**config.mk**
```make
export PLATFORM = sky130hd
export DESIGN_NAME = uart_cmd_master
export DESIGN_NICKNAME = d
export VERILOG_FILES = /design/src/rtl/uart_cmd_master.sv
export SDC_FILE = /design/constraint.sdc
export NUM_CORES = 1
export LEC_CHECK = 0
export BUFFER_PORTS_ARGS = -buffer_cell sky130_fd_sc_hd__buf_2
export CORE_ASPECT_RATIO = 0.9
export CORE_MARGIN = 4
export CORE_UTILIZATION = 60
export DETAILED_ROUTE_END_ITERATION = 12
export PLACE_DENSITY = 0.81
export SLEW_MARGIN = 20
export SYNTH_ARGS = -nofsm -noshare
export SYNTH_HDL_FRONTEND = slang
export SYNTH_SLANG_ARGS = --single-unit
```
**constraint.sdc**
```tcl
create_clock -name clk -period 4.1 [get_ports clk]
set_input_delay 0.205 -clock clk [delete_from_list [all_inputs] [get_ports clk]]
set_output_delay 0.205 -clock clk [all_outputs]
set_load 0.01 [all_outputs]
```
**src/rtl/uart_cmd_master.sv**
```systemverilog
// Host-side initiator for the 2-byte UART register-access protocol, with its own
// 8N1 uart core. Each request is a command byte {~write, addr} plus a data byte
// for writes; reads wait for one response byte or time out.

module uart #(
  parameter int freq_hz = 64*115200,
  parameter int baud    = 115_200
) (
  input  logic       clk,
  input  logic       n_reset,
  input  logic       rxd,
  output logic       txd,
  input  logic [7:0] tx_data,
  input  logic       tx_wr,
  output logic       tx_busy,
  output logic [7:0] rx_data,
  output logic       rx_avail,
  output logic       rx_error,
  input  logic       rx_ack
);
  localparam int DIV = freq_hz / baud;
  localparam int CW  = $clog2(DIV + 1);

  logic [CW-1:0] tx_cnt, rx_cnt;
  logic [3:0]    tx_bits, rx_bits;
  logic [8:0]    tx_sh;
  logic [7:0]    rx_sh;
  logic [1:0]    rx_sync;
  logic          rx_busy;

  assign tx_busy = (tx_bits != 4'd0);

  // tx_bits counts remaining bit periods: start, 8 data, stop
  always_ff @(posedge clk or negedge n_reset) begin
    if (!n_reset) begin
      txd     <= 1'b1;
      tx_sh   <= '1;
      tx_cnt  <= '0;
      tx_bits <= '0;
    end else if (tx_bits == 4'd0) begin
      if (tx_wr) begin
        txd     <= 1'b0;
        tx_sh   <= {1'b1, tx_data};
        tx_cnt  <= CW'(DIV - 1);
        tx_bits <= 4'd10;
      end
    end else if (tx_cnt != '0) begin
      tx_cnt <= tx_cnt - 1'b1;
    end else begin
      tx_cnt  <= CW'(DIV - 1);
      tx_bits <= tx_bits - 1'b1;
      txd     <= tx_sh[0];
      tx_sh   <= {1'b1, tx_sh[8:1]};
    end
  end

  // Receiver samples mid-bit; a start bit that is high again at mid-bit is a glitch
  always_ff @(posedge clk or negedge n_reset) begin
    if (!n_reset) begin
      rx_sync  <= 2'b11;
      rx_busy  <= 1'b0;
      rx_cnt   <= '0;
      rx_bits  <= '0;
      rx_sh    <= '0;
      rx_data  <= '0;
      rx_avail <= 1'b0;
      rx_error <= 1'b0;
    end else begin
      rx_sync <= {rx_sync[0], rxd};
      if (rx_ack) begin
        rx_avail <= 1'b0;
        rx_error <= 1'b0;
      end
      if (!rx_busy) begin
        if (!rx_sync[1]) begin
          rx_busy <= 1'b1;
          rx_cnt  <= CW'(DIV/2 - 1);
          rx_bits <= '0;
        end
      end else if (rx_cnt != '0) begin
        rx_cnt <= rx_cnt - 1'b1;
      end else begin
        rx_cnt <= CW'(DIV - 1);
        if (rx_bits == 4'd0 && rx_sync[1]) begin
          rx_busy <= 1'b0;
        end else if (rx_bits == 4'd9) begin
          rx_busy  <= 1'b0;
          rx_data  <= rx_sh;
          rx_avail <= 1'b1;
          rx_error <= ~rx_sync[1];
        end else begin
          if (rx_bits != 4'd0) rx_sh <= {rx_sync[1], rx_sh[7:1]};
          rx_bits <= rx_bits + 1'b1;
        end
      end
    end
  end
endmodule

module uart_cmd_master #(
  parameter int UART_CLK_FREQ = 64*115200,
  parameter int UART_BAUD     = 115_200,
  parameter int RSP_TIMEOUT   = 4096
) (
  input  logic       clk,
  input  logic       reset,
  input  logic       uart_rxd,
  output logic       uart_txd,
  input  logic       req_valid,
  output logic       req_ready,
  input  logic       req_write,
  input  logic [6:0] req_addr,
  input  logic [7:0] req_wdata,
  output logic       rsp_valid,
  output logic [7:0] rsp_rdata,
  output logic       rsp_timeout
);
  localparam int TW = $clog2(RSP_TIMEOUT + 1);

  typedef enum logic [2:0] {IDLE, CMD, CMD_G, DATA, RSP, DONE} state_t;

  state_t        state;
  logic          wr_q, data_sent;
  logic [6:0]    addr_q;
  logic [7:0]    wdata_q;
  logic [TW-1:0] timer;
  logic          tx_wr, tx_busy, rx_avail, rx_error;
  logic [7:0]    tx_data, rx_data;

  uart #(.freq_hz(UART_CLK_FREQ), .baud(UART_BAUD)) u_uart (
    .clk      (clk),
    .n_reset  (~reset),
    .rxd      (uart_rxd),
    .txd      (uart_txd),
    .tx_data  (tx_data),
    .tx_wr    (tx_wr),
    .tx_busy  (tx_busy),
    .rx_data  (rx_data),
    .rx_avail (rx_avail),
    .rx_error (rx_error),
    .rx_ack   (rx_avail)
  );

  always_ff @(posedge clk or posedge reset) begin
    if (reset) begin
      state       <= IDLE;
      wr_q        <= 1'b0;
      addr_q      <= '0;
      wdata_q     <= '0;
      data_sent   <= 1'b0;
      timer       <= '0;
      tx_wr       <= 1'b0;
      tx_data     <= '0;
      req_ready   <= 1'b0;
      rsp_valid   <= 1'b0;
      rsp_rdata   <= '0;
      rsp_timeout <= 1'b0;
    end else begin
      tx_wr <= 1'b0;
      case (state)
        IDLE: begin
          req_ready <= 1'b1;
          if (req_valid && req_ready) begin
            wr_q      <= req_write;
            addr_q    <= req_addr;
            wdata_q   <= req_wdata;
            req_ready <= 1'b0;
            state     <= CMD;
          end
        end
        CMD: if (!tx_busy) begin
          tx_wr   <= 1'b1;
          tx_data <= {~wr_q, addr_q};
          state   <= CMD_G;
        end
        // tx_busy only rises the cycle after tx_wr is seen by the core
        CMD_G: begin
          data_sent <= 1'b0;
          if (wr_q) begin
            state <= DATA;
          end else begin
            timer <= TW'(RSP_TIMEOUT);
            state <= RSP;
          end
        end
        DATA: begin
          if (data_sent) begin
            rsp_valid   <= 1'b1;
            rsp_rdata   <= '0;
            rsp_timeout <= 1'b0;
            state       <= DONE;
          end else if (!tx_busy) begin
            tx_wr     <= 1'b1;
            tx_data   <= wdata_q;
            data_sent <= 1'b1;
          end
        end
        RSP: begin
          if (timer != '0) timer <= timer - 1'b1;
          // a good byte beats an expiring timer in the same cycle
          if (rx_avail && !rx_error) begin
            rsp_valid   <= 1'b1;
            rsp_rdata   <= rx_data;
            rsp_timeout <= 1'b0;
            state       <= DONE;
          end else if (timer == '0) begin
            rsp_valid   <= 1'b1;
            rsp_rdata   <= '0;
            rsp_timeout <= 1'b1;
            state       <= DONE;
          end
        end
        DONE: begin
          rsp_valid   <= 1'b0;
          rsp_rdata   <= '0;
          rsp_timeout <= 1'b0;
          req_ready   <= 1'b1;
          state       <= IDLE;
        end
        default: state <= IDLE;
      endcase
    end
  end
endmodule

```
Word level (Yosys, flattened, before mapping)
Index checks and enable logic that the tools add are counted.
- bits in registers: 106
- bits in latches: 0
- bits in writable memories: 0
- memory bits (read-only): 0
- bits of input ports: 20
- output and inout bits: 12
- word-level logic and storage cells: 147
- memories kept: 0
- add/subtract/negate cells: 5
- multiply operators: 0
- div/mod/pow operators: 0
- $lt $le $gt $ge: 0
- equality and inequality tests: 20
- shift-type cells: 0
- muxes and demuxes: 66
- bitwise operators: 5
- reduce and logical (&&, ||, !) cells: 27
- operator list (cell ; number):
    $mux W8 ; 6
    $mux W7 ; 6
    $mux W4 ; 8
    $mux W9 ; 3
    $mux W1 ; 26
    $mux W13 ; 2
    $pmux W13 S2 ; 1
    $ne A2 B2 Y1 const B ; 12
    $pmux W8 S3 ; 1
    $mux W3 ; 6
    $pmux W8 S2 ; 1
    $reduce_and A4 Y1 ; 4
    $pmux W3 S5 ; 1
    $reduce_bool A7 Y1 ; 2
    $sub A7 B1 Y7 const B ; 2
    $logic_not A13 Y1 ; 1
    $reduce_bool A13 Y1 ; 1
    $sub A13 B1 Y13 const B ; 1
    $logic_not A4 Y1 ; 2
    $reduce_bool A2 Y1 ; 4
    $reduce_bool A4 Y1 ; 2
    $eq A3 B2 Y1 const B ; 2
    $eq A3 B3 Y1 const B ; 2
    $pmux W1 S2 ; 3
    other kinds (15) ; 24

Longest topological paths before layout
- depth after elaboration: 5
- gate-level depth with buffers: 8
- depth with buffers taken out: 6

By module
Synthesis repeated with hierarchy kept, for this count alone.
- cells, all modules: 444
- area total of the unflattened synthesis: 5052.3 um^2
- by module, submodules not included (module ; instances ; cells an instance ; area each (um^2) ; seq. area each (um^2)):
    uart ; 1 ; 226 ; 2570.0 ; 1315.0
    uart_cmd_master ; 1 ; 218 ; 2482.4 ; 1326.3

Least setup slack after synthesis
OpenSTA, ideal clock, no wires.
- path type: register to register
- start: register u_uart.rx_cnt[0]
- end: register u_uart.rx_sh[0]
- library setup time: 0.125 ns
- arrival time: 1.885 ns
- required time: 3.975 ns
- setup slack: 2.091 ns
- stages on the path, launching flop included: 8
- path buffers: 1
- clock period less this slack: 2.009 ns
- cells stage by stage: dfrtp_1 > inv_1 > ha_1 > nor4b_4 > nand2_1 > or3_1 > clkbuf_1 > mux2_2
- cells in the longest elaborated chain, start to end: 3
- ends and longest elaborated chain (what ; line ; RTL):
    from (decl) ; 24 ; logic [CW-1:0] tx_cnt, rx_cnt;
    from (signal assigned) ; 77 ; rx_cnt <= CW'(DIV/2 - 1);
    from (signal assigned) ; 81 ; rx_cnt <= rx_cnt - 1'b1;
    from (signal assigned) ; 83 ; rx_cnt <= CW'(DIV - 1);
    $reduce_bool A7 Y1 ; 80 ; end else if (rx_cnt != '0) begin
    $not A1 Y1 (no line) ; -- ;
    $reduce_and A5 Y1 (no line) ; -- ;
    to (signal assigned) ; 92 ; if (rx_bits != 4'd0) rx_sh <= {rx_sync[1], rx_sh[7:1]};
    to (decl) ; 27 ; logic [7:0] rx_sh;
Every way passes these cells.
A chain may end at the register's enable or synchronous reset.

Final worst setup path
- start: register state[2]
- end: register timer[8]
- cells in the longest elaborated chain, start to end: 3
- elaborated cells on any way between the ends: 7
- those cells by class: eq/ne (4); mux (1); reduce/logical (2)
- ends and longest elaborated chain (what ; line ; RTL):
    from (decl) ; 122 ; state_t state;
    from (signal assigned) ; 146 ; state <= IDLE;
    from (signal assigned) ; 168 ; state <= CMD;
    from (signal assigned) ; 174 ; state <= CMD_G;
    $eq A3 B3 Y1 or $eq A3 B2 Y1 (tied branches) ; 160 ; case (state)
    $ne A2 B2 Y1 (no line) or $reduce_bool A2 Y1 (tied branches) ; -- ;
    $reduce_and A3 Y1 (no line) ; -- ;
    to (signal assigned) ; 182 ; timer <= TW'(RSP_TIMEOUT);
    to (signal assigned) ; 199 ; if (timer != '0) timer <= timer - 1'b1;
    to (decl) ; 126 ; logic [TW-1:0] timer;
Several ways; a longest one is shown, not always the timed one.

==> run metrics <==
worst-margin pin slew 884.9 ps; PD cells between 300 and 400 nW/um^2; initial core utilization around three fifths; Slowest Stage Delay on Critical Path between 600 and 700 ps; sequential power share around three fifths; DR pass1 iterations 5; Post-DP Area 5219 um^2; # rows 31; Slew HR 41.01%; die area a little under 10000 um^2; number of vias per cell between 5 and 6; status finished, final reports clean; die height 94.33 um; sequential element share of the synthesized area a little over half; Fin. Hold Viols 0; remaining antenna violation count 0; commonest non-fill, non-tap cell in the layout dfrtp_1; hold crit path type input port to async pin; initial antenna violation count 0; mapped cell area approximately 5000 um^2; top area cells in the synthesized netlist dfrtp_1 (47%), mux2_2 (7.7%), dfstp_2 (5.8%), mux2i_1 (5.0%), nand2_1 (3.9%); drt first-iter violations ~220; Synth cell types between 50 and 60; # port buffers 31; commonest non-fill, non-tap cells in the layout dfrtp_1 (94), nand2_1 (52), mux2_2 (34); crit-path max FO 17; CP cell instances nor3b_1 > buf_4 > nand3_1 > a2111oi_0 > mux2i_1; RSZ-0062 raised after global routing false; CP arrival ~2600 ps; pins over their slew limit 0; CTS H-tree depth 3; Synthesized Nets 486; # nets final around 520; Clock Path Buffers 2; Gate Count Post-Synth ~460; Layout Skew between 15 and 20 ps; number of synthesized register bits about 110; CTS clk-pin slew, worst paths approximately 110 ps; Cell Int Power 0.001371 W; PostCTS Resize Cnt 0; multiplexer area fraction after synthesis ~13%; Syn. warnings 0; Final Critical Period ~2300 ps; Total GRT Usage 20.49%; Bufs and invs on worst path 1; CTS Buf Count 9; Async SR Flop Fraction between 90% and 100%; Yosys top cell by area dfrtp_1; first-pass GRT wire length ~16 mm; Syn-to-layout area delta 9.721%; root buffer cell clkbuf_8; Post-Synth Simple-Gate Area 14.88%; fin area roughly 5500 um^2; DRC 0; Worst-Skew Late Latency about 370 ps; total negative slack 0 ps; Crit path max-delay family flip-flops; period utilization roughly 55%; Die W a little over 100 um; EDFF count, synth 0; Combinational Power Share 7.4%; main combinational cell family by area after synthesis simple AND/OR/NAND/NOR gates; number of I/O pins 32; Peak VDD IR around 0.00027 V; Worst Setup End Kind flip-flop; Sw Pwr ~0.0005 W; Syn Area/Cell 10.92 um^2; Clk network pwr share between 30% and 40%; Synth Area in Adders 2.770%; switching part of the total power a little over a quarter; Setup Viol. Count Final 0; drt wl/cell between 15 and 20 um; CP Launch Type flip-flop; slowest stage cell, crit path dfrtp_1; crit path kind flip-flop to flip-flop; GRT overflow 0; Max Cap Violations 0; fmax 440.7 MHz; largest net degree at the start of global routing between 70 and 80; CORE AREA between 8000 and 9000 um^2; final cell count without fillers around 600; vias roughly 3500; Placed Cells ~570; Sink Count between 100 and 150; vias in the first global route 3449; post-synthesis xor/xnor area fraction less than 1%; final wirelength around 9.4 mm; Yosys top cell area share between 40% and 50%; compound-gate portion of the synthesized area around 13%; ant diodes 0; layout cells sized above 1 between 20% and 30%; Main synth FF type dfrtp_1; RePlAce Congestion 0.8461; Leak Pwr 2.528 nW; hpwl dp roughly 6.6 mm; critical path required time approximately 4400 ps; CTS tree built
## final timing paths
check,from,endpoint,slack (ps),cells past startpoint
hold / removal,reset,u_uart.rx_bits[0],10,2
min in group clk,req_wdata[0],wdata_q[0],60,2
setup reg to reg,state[2],timer[8],1830,5
max in group asynchronous,reset,u_uart.rx_avail,3140,3
setup / recovery,state[2],timer[8],1830,5
hold reg to reg,u_uart.rx_sync[0],u_uart.rx_sync[1],390,0
## flip-flops by register name, indices dropped and copies added, names as in the netlist, 2 cells and up
name	cells
u_uart.tx_bits	4
u_uart.tx_sh	8
tx_data	8
u_uart.tx_cnt	7
u_uart.rx_data	8
addr_q	7
u_uart.rx_sync	2
u_uart.rx_sh	8
rsp_rdata	8
state	3
wdata_q	8
timer	13
u_uart.rx_cnt	7
u_uart.rx_bits	4
## Yosys cell counts (all sizes together), types with 7 or more instances
| cell type | n |
|---|---|
| dfstp | 11 |
| mux2 | 34 |
| clkbuf | 11 |
| nand2b | 7 |
| or3 | 7 |
| o21ai | 41 |
| nor3 | 10 |
| buf | 7 |
| a22oi | 9 |
| nand2 | 52 |
| mux2i | 25 |
| dfrtp | 94 |
| a31oi | 8 |
| nor2 | 14 |
| ha | 11 |
| a21oi | 23 |
| inv | 18 |
| nand3 | 10 |
## power by group through the flow
stage	Combinational (W)	Clock (W)	Sequential, W
2_1_floorplan	0.000107	0	0.00111
3_3_place_gp	0.000135	0	0.00112
3_5_place_dp	0.000138	0	0.00112
4_1_cts	0.000139	0.000652	0.00110
5_1_grt	0.000164	0.000695	0.00111
6_report	0.000138	0.000628	0.00110
## logic make-up after synthesis
kind of cell	after synthesis
fa+ha+maj	11
simple gates	135
flops	105
mux	59
xor+xnor	5
compound gates	104
buf+inv	36
## what timing repair did
| action | in CTS | in global routing |
|---|---|---|
| buffers inserted | 0 | 0 |
| hold buffers | 1 | 0 |
| endpoints found under the hold margin | 1 | 0 |
## layer usage
metal	vias to the layer above	GRT usage (%)	routed length [um]
met1	1748	27.97	4305
li1	1698	-	-
met2	60	33.01	4628
met5	-	0	0
met4	0	6.091	86
met3	8	5.058	395
## final cells by class
class	instances	area (um^2)
flip-flops and latches	105	2641
fillers	610	2616
inverters	18	70.07
multi-input cells	314	2208
clock inverters	7	81.33
repair buffers	37	202.7
clock buffers	9	123.9
well taps	99	123.9
## per-stage QoR
step / setup slack, ps / hold slack, ps / power [W] / utilization [%]
finish: 1831 / 11.69 / 0.001870 / 67.57
global route: 1610 / 47.06 / 0.001966 / 67.57
CTS: 1604 / 34.08 / 0.001894 / 67.35
detailed placement: 1618 / 311.6 / 0.001260 / 64.69
global placement: 1764 / 310.1 / 0.001256 / 64.69
floorplan: 1153 / 209.5 / 0.001222 / -
Note: power is estimated with default switching activity, not from simulation.
